--- src/rtl/alu_arbiter.sv ---
// Two-requester front end for a shared external ALU: IDLE -> EXEC -> RESP, one op in flight.
// Define ALU_ARB_ROUND_ROBIN_EN for round-robin contention; default is fixed priority to req0.
module alu_arbiter (
    input  logic        clk,
    input  logic        reset_n,
    input  logic        req0_valid,
    output logic        req0_ready,
    input  logic [31:0] req0_a,
    input  logic [31:0] req0_b,
    input  logic [2:0]  req0_ctrl,
    input  logic        req0_setflags,
    input  logic        req1_valid,
    output logic        req1_ready,
    input  logic [31:0] req1_a,
    input  logic [31:0] req1_b,
    input  logic [2:0]  req1_ctrl,
    input  logic        req1_setflags,
    output logic        rsp0_valid,
    output logic [31:0] rsp0_result,
    output logic [3:0]  rsp0_flags,
    output logic        rsp1_valid,
    output logic [31:0] rsp1_result,
    output logic [3:0]  rsp1_flags,
    output logic [31:0] alu_a,
    output logic [31:0] alu_b,
    output logic [2:0]  alu_ctrl,
    input  logic [31:0] alu_result,
    input  logic [3:0]  alu_flags,
    output logic [3:0]  flags_q,
    output logic        busy
);

    typedef enum logic [1:0] {
        S_IDLE,
        S_EXEC,
        S_RESP
    } state_t;

    state_t      r_state;
    state_t      w_next;
    logic        w_idle;
    logic        w_grant1;
    logic        w_accept;
    logic [31:0] r_alu_a;
    logic [31:0] r_alu_b;
    logic [2:0]  r_alu_ctrl;
    logic        r_id;
    logic        r_setflags;
    logic [31:0] r_result;
    logic [3:0]  r_rsp_flags;
    logic [3:0]  r_flags;

`ifdef ALU_ARB_ROUND_ROBIN_EN
    logic r_last;

    // On contention, req1 wins only if req0 took the previous grant.
    assign w_grant1 = req1_valid & (~req0_valid | ~r_last);

    always_ff @(posedge clk or negedge reset_n) begin
        if (!reset_n) begin
            r_last <= 1'b1;
        end else if (w_accept) begin
            r_last <= w_grant1;
        end
    end
`else
    assign w_grant1 = req1_valid & ~req0_valid;
`endif

    // reset_n gates the readies so none is visible while reset is held.
    assign w_idle     = (r_state == S_IDLE) & reset_n;
    assign req0_ready = w_idle & req0_valid & ~w_grant1;
    assign req1_ready = w_idle & w_grant1;
    assign w_accept   = req0_ready | req1_ready;

    always_comb begin
        w_next = r_state;
        case (r_state)
            S_IDLE:  if (w_accept) w_next = S_EXEC;
            S_EXEC:  w_next = S_RESP;
            S_RESP:  w_next = S_IDLE;
            default: w_next = S_IDLE;
        endcase
    end

    always_ff @(posedge clk or negedge reset_n) begin
        if (!reset_n) begin
            r_state <= S_IDLE;
        end else begin
            r_state <= w_next;
        end
    end

    always_ff @(posedge clk or negedge reset_n) begin
        if (!reset_n) begin
            r_alu_a     <= '0;
            r_alu_b     <= '0;
            r_alu_ctrl  <= '0;
            r_id        <= 1'b0;
            r_setflags  <= 1'b0;
            r_result    <= '0;
            r_rsp_flags <= '0;
            r_flags     <= '0;
        end else begin
            if (w_accept) begin
                r_alu_a    <= w_grant1 ? req1_a        : req0_a;
                r_alu_b    <= w_grant1 ? req1_b        : req0_b;
                r_alu_ctrl <= w_grant1 ? req1_ctrl     : req0_ctrl;
                r_setflags <= w_grant1 ? req1_setflags : req0_setflags;
                r_id       <= w_grant1;
            end
            if (r_state == S_EXEC) begin
                r_result    <= alu_result;
                r_rsp_flags <= alu_flags;
                if (r_setflags) begin
                    r_flags <= alu_flags;
                end
            end
        end
    end

    assign rsp0_valid  = (r_state == S_RESP) & ~r_id;
    assign rsp1_valid  = (r_state == S_RESP) & r_id;
    assign rsp0_result = r_result;
    assign rsp1_result = r_result;
    assign rsp0_flags  = r_rsp_flags;
    assign rsp1_flags  = r_rsp_flags;
    assign alu_a       = r_alu_a;
    assign alu_b       = r_alu_b;
    assign alu_ctrl    = r_alu_ctrl;
    assign flags_q     = r_flags;
    assign busy        = (r_state != S_IDLE);

endmodule

--- config.mk ---
export PLATFORM = sky130hd
export DESIGN_NAME = alu_arbiter
export DESIGN_NICKNAME = d
export VERILOG_FILES = /design/src/rtl/alu_arbiter.sv
export SDC_FILE = /design/constraint.sdc
export NUM_CORES = 1
export LEC_CHECK = 0
export ABC_CLOCK_PERIOD_IN_PS = 1700
export BUFFER_PORTS_ARGS = -buffer_cell sky130_fd_sc_hd__buf_2
export CORE_AREA = 3 3 125 127
export CTS_CLUSTER_DIAMETER = 50
export DETAILED_ROUTE_END_ITERATION = 16
export DIE_AREA = 0 0 128 130
export HOLD_SLACK_MARGIN = 0.1
export PLACE_DENSITY = 0.72
export SYNTH_ARGS = -nofsm -noshare
export SYNTH_HDL_FRONTEND = slang
export SYNTH_SLANG_ARGS = --single-unit
--- constraint.sdc ---
create_clock -name clk -period 1.7 [get_ports clk]
set_clock_uncertainty 0.15 [all_clocks]
set_input_delay 0.255 -clock clk [delete_from_list [all_inputs] [get_ports clk]]
set_output_delay 0.255 -clock clk [all_outputs]
set_load 0.05 [all_outputs]
==> impl_metrics.ini <==
[outcome]
status = complete, but fails checks
failed_checks = setup timing

[critical_path]
regToRegStartpoint = r_state[1]
crit_chain = nor3b_2 > buf_4 > and2_4 > buf_8
rrSetupSlack_ps = -40
worst_ep_required_time_ps = 1290
slowest_delay_ps = 390
reg2reg_depth = 5
arrival_ps = 1370
critPathSlowestCell = dfrtp_1
crit_path_end_kind = output pin
r2r-end = alu_b[6]
cp-start-kind = register
worstPathMaxFanout = 3
setup.worst_path.class = reg2out

[logic_synthesis]
seq_area_frac_synth = 0.519
ys_ff_latch = 111
syn-cell-area_um2 = 5360
syn_inst = 433
ys_top_cells_by_area = dfrtp_1, mux2_2, nand2_1, buf_4, mux2_4
synth_area_leader_cell = dfrtp_1
synth_top_area_share = 0.519
syn_nets = 609
yosysUniqueCellTypes = 19
ys_warn_count = 0
synth.avg_cell_area_um2 = 12.4

[clock_network]
cts.reportedPaths.clkPinSlew_ps = 70
insertion_delay_ps = 340
cts_tree = done
cts_root_buf = clkbuf_16
clock_sinks = 111
cts_buffers = 9
clock_path_buffers = 2
clock_tree.htree_level_count = 3

[cells_and_area]
final_common_cell = buf_2
fillers = 1214
design_area_um2 = 8320
final_layout_size_suffix_gt1_frac = 0.641
final_util = 0.573
final_cell_count_no_fill = 985
syn2layout_area_growth_pct = 55.4
final_nets = 970
layout_common_cells = buf_2, dfrtp_1, nand2_1

[sta]
slew_headroom = 0.578
final.period_utilization = 1.04
rsz0062_at_grt = yes
worstMarginPinSlew_ps = 633
fin_setup_tns_ps = -1370
setup_viol = 57
whs_ps = 120
final.min_clock_period_ps = 1770
max_freq_mhz = 564
final.setup.worst_slack_ps = -73.4
final_hold_viol_count = 0
drv_slew = 0

[global_routing]
grt_max_degree = 61
overflow = 0
track_usage = 0.176
grt_pass1_vias = 4562
antenna_found_initial = 0
grt_pass1_wl_mm = 22.9

[detailed_routing]
met1_length_mm = 6.19
dr_wl_met3_mm = 1.18
via_count = 4540
routed-wl-met2_mm = 8.73
viasPerCell = 4.61
drt_iter0_drc = 152
route.detailed.drc = 0
top_layer_used = met4
wirelength_mm = 16.4
postRouteAntennaNets = 0
drt-pass1-iter-count = 4
wire_per_inst_um = 16.6

[flow_run]
maxCapViolations = 0

[die]
die_y_um = 130
dieWidth_um = 128
core.rowCount = 44
coreArea_um2 = 14500
start_util = 0.369
ios = 324
die-area_um2 = 16600

[power_and_ir_drop]
p_leak_nw = 4.39
ir_worst_vdd_mv = 1.18
power.total_mw = 12.6
powerDensity_nw_per_um2 = 1520

[min_path]
holdPathStages = 3
worstHoldPathType = in2reg
hold_end = alu_a[9]
hp-start = req1_a[9]

[place]
gp_congestion = 0.770
dpl_worst_slack_ps = -57.9
place_inst = 897
placed_area_um2 = 6970
io_buffers = 323
place_hpwl_mm = 10.8
flip-flops by register name, summed over array words and instances (netlist names):
signal,flops
r_id,1
alu_a,32
alu_ctrl,3
rsp0_result,32
rsp0_flags,4
r_state,2
flags_q,4
alu_b,32
r_setflags,1
layer usage:
layer	vias up	global-route usage
li1	2132	-
met1	2184	0.198
met2	206	0.322
met3	18	0.0438
met4	0	0.0637
met5	-	0
power by group:
part	internal (mW)	leakage (nW)	switching, mW
Sequential	3.38	1.32	0.473
Clock	1.19	0.145	0.978
Combinational	1.92	2.92	4.67
Total	6.49	4.39	6.12
cells in the mapped netlist, drive strengths merged:
library cell / count
o21a: 1
clkbuf: 3
dfrtp: 111
and3b: 1
inv: 2
nor2b: 1
a21oi: 1
and2: 2
nand2: 109
buf: 57
nor2: 2
nor3b: 2
nand2b: 1
mux2: 140
logic make-up after synthesis:
logic type	count (synthesis)	synth area share
and+or+nand+nor	118	0.0892
AOI/OAI and AO/OA	2	0.00234
buffers and inverters	62	0.0829
muxes	140	0.307
DFF	111	0.519
worst max-delay path by stage:
stage                from    endpoint  cells past startpoint
2_1_floorplan  r_state[0]    alu_a[1]                      6
5_1_grt        r_state[1]  req0_ready                      4
4_1_cts        r_state[0]  req0_ready                      4
6_report       r_state[1]  req0_ready                      4
3_5_place_dp   req0_valid   alu_a[24]                      5
3_3_place_gp   req0_valid   alu_b[26]                      5
worst max-delay path, delay by kind of cell, from the launching register on:
kind,cells,cell delay (ps)
AND/OR/NAND/NOR,2,350
flip-flops,1,390
buffers and inverters,2,290
layout make-up:
type | instances | area [um^2] | share of cell area
Sequential cell | 111 | 2780 | 0.334
Timing Repair Buffer | 409 | 2620 | 0.315
Multi-Input combinational cell | 261 | 2370 | 0.285
Clock buffer | 10 | 239 | 0.0287
Tap cell | 184 | 230 | 0.0277
Clock inverter | 6 | 67.6 | 0.00812
Inverter | 2 | 7.51 | 0.000902
Antenna cell | 2 | 5.00 | 0.000601
timing repair:
action,CTS,global route
resized for setup,22,56
hold endpoints to repair,166,0
setup buffers,2,1
hold buffers,60,0
pin swaps,2,2
gates cloned,0,7
setup endpoints to repair,10,73
Power figures use the tool's default switching activity.
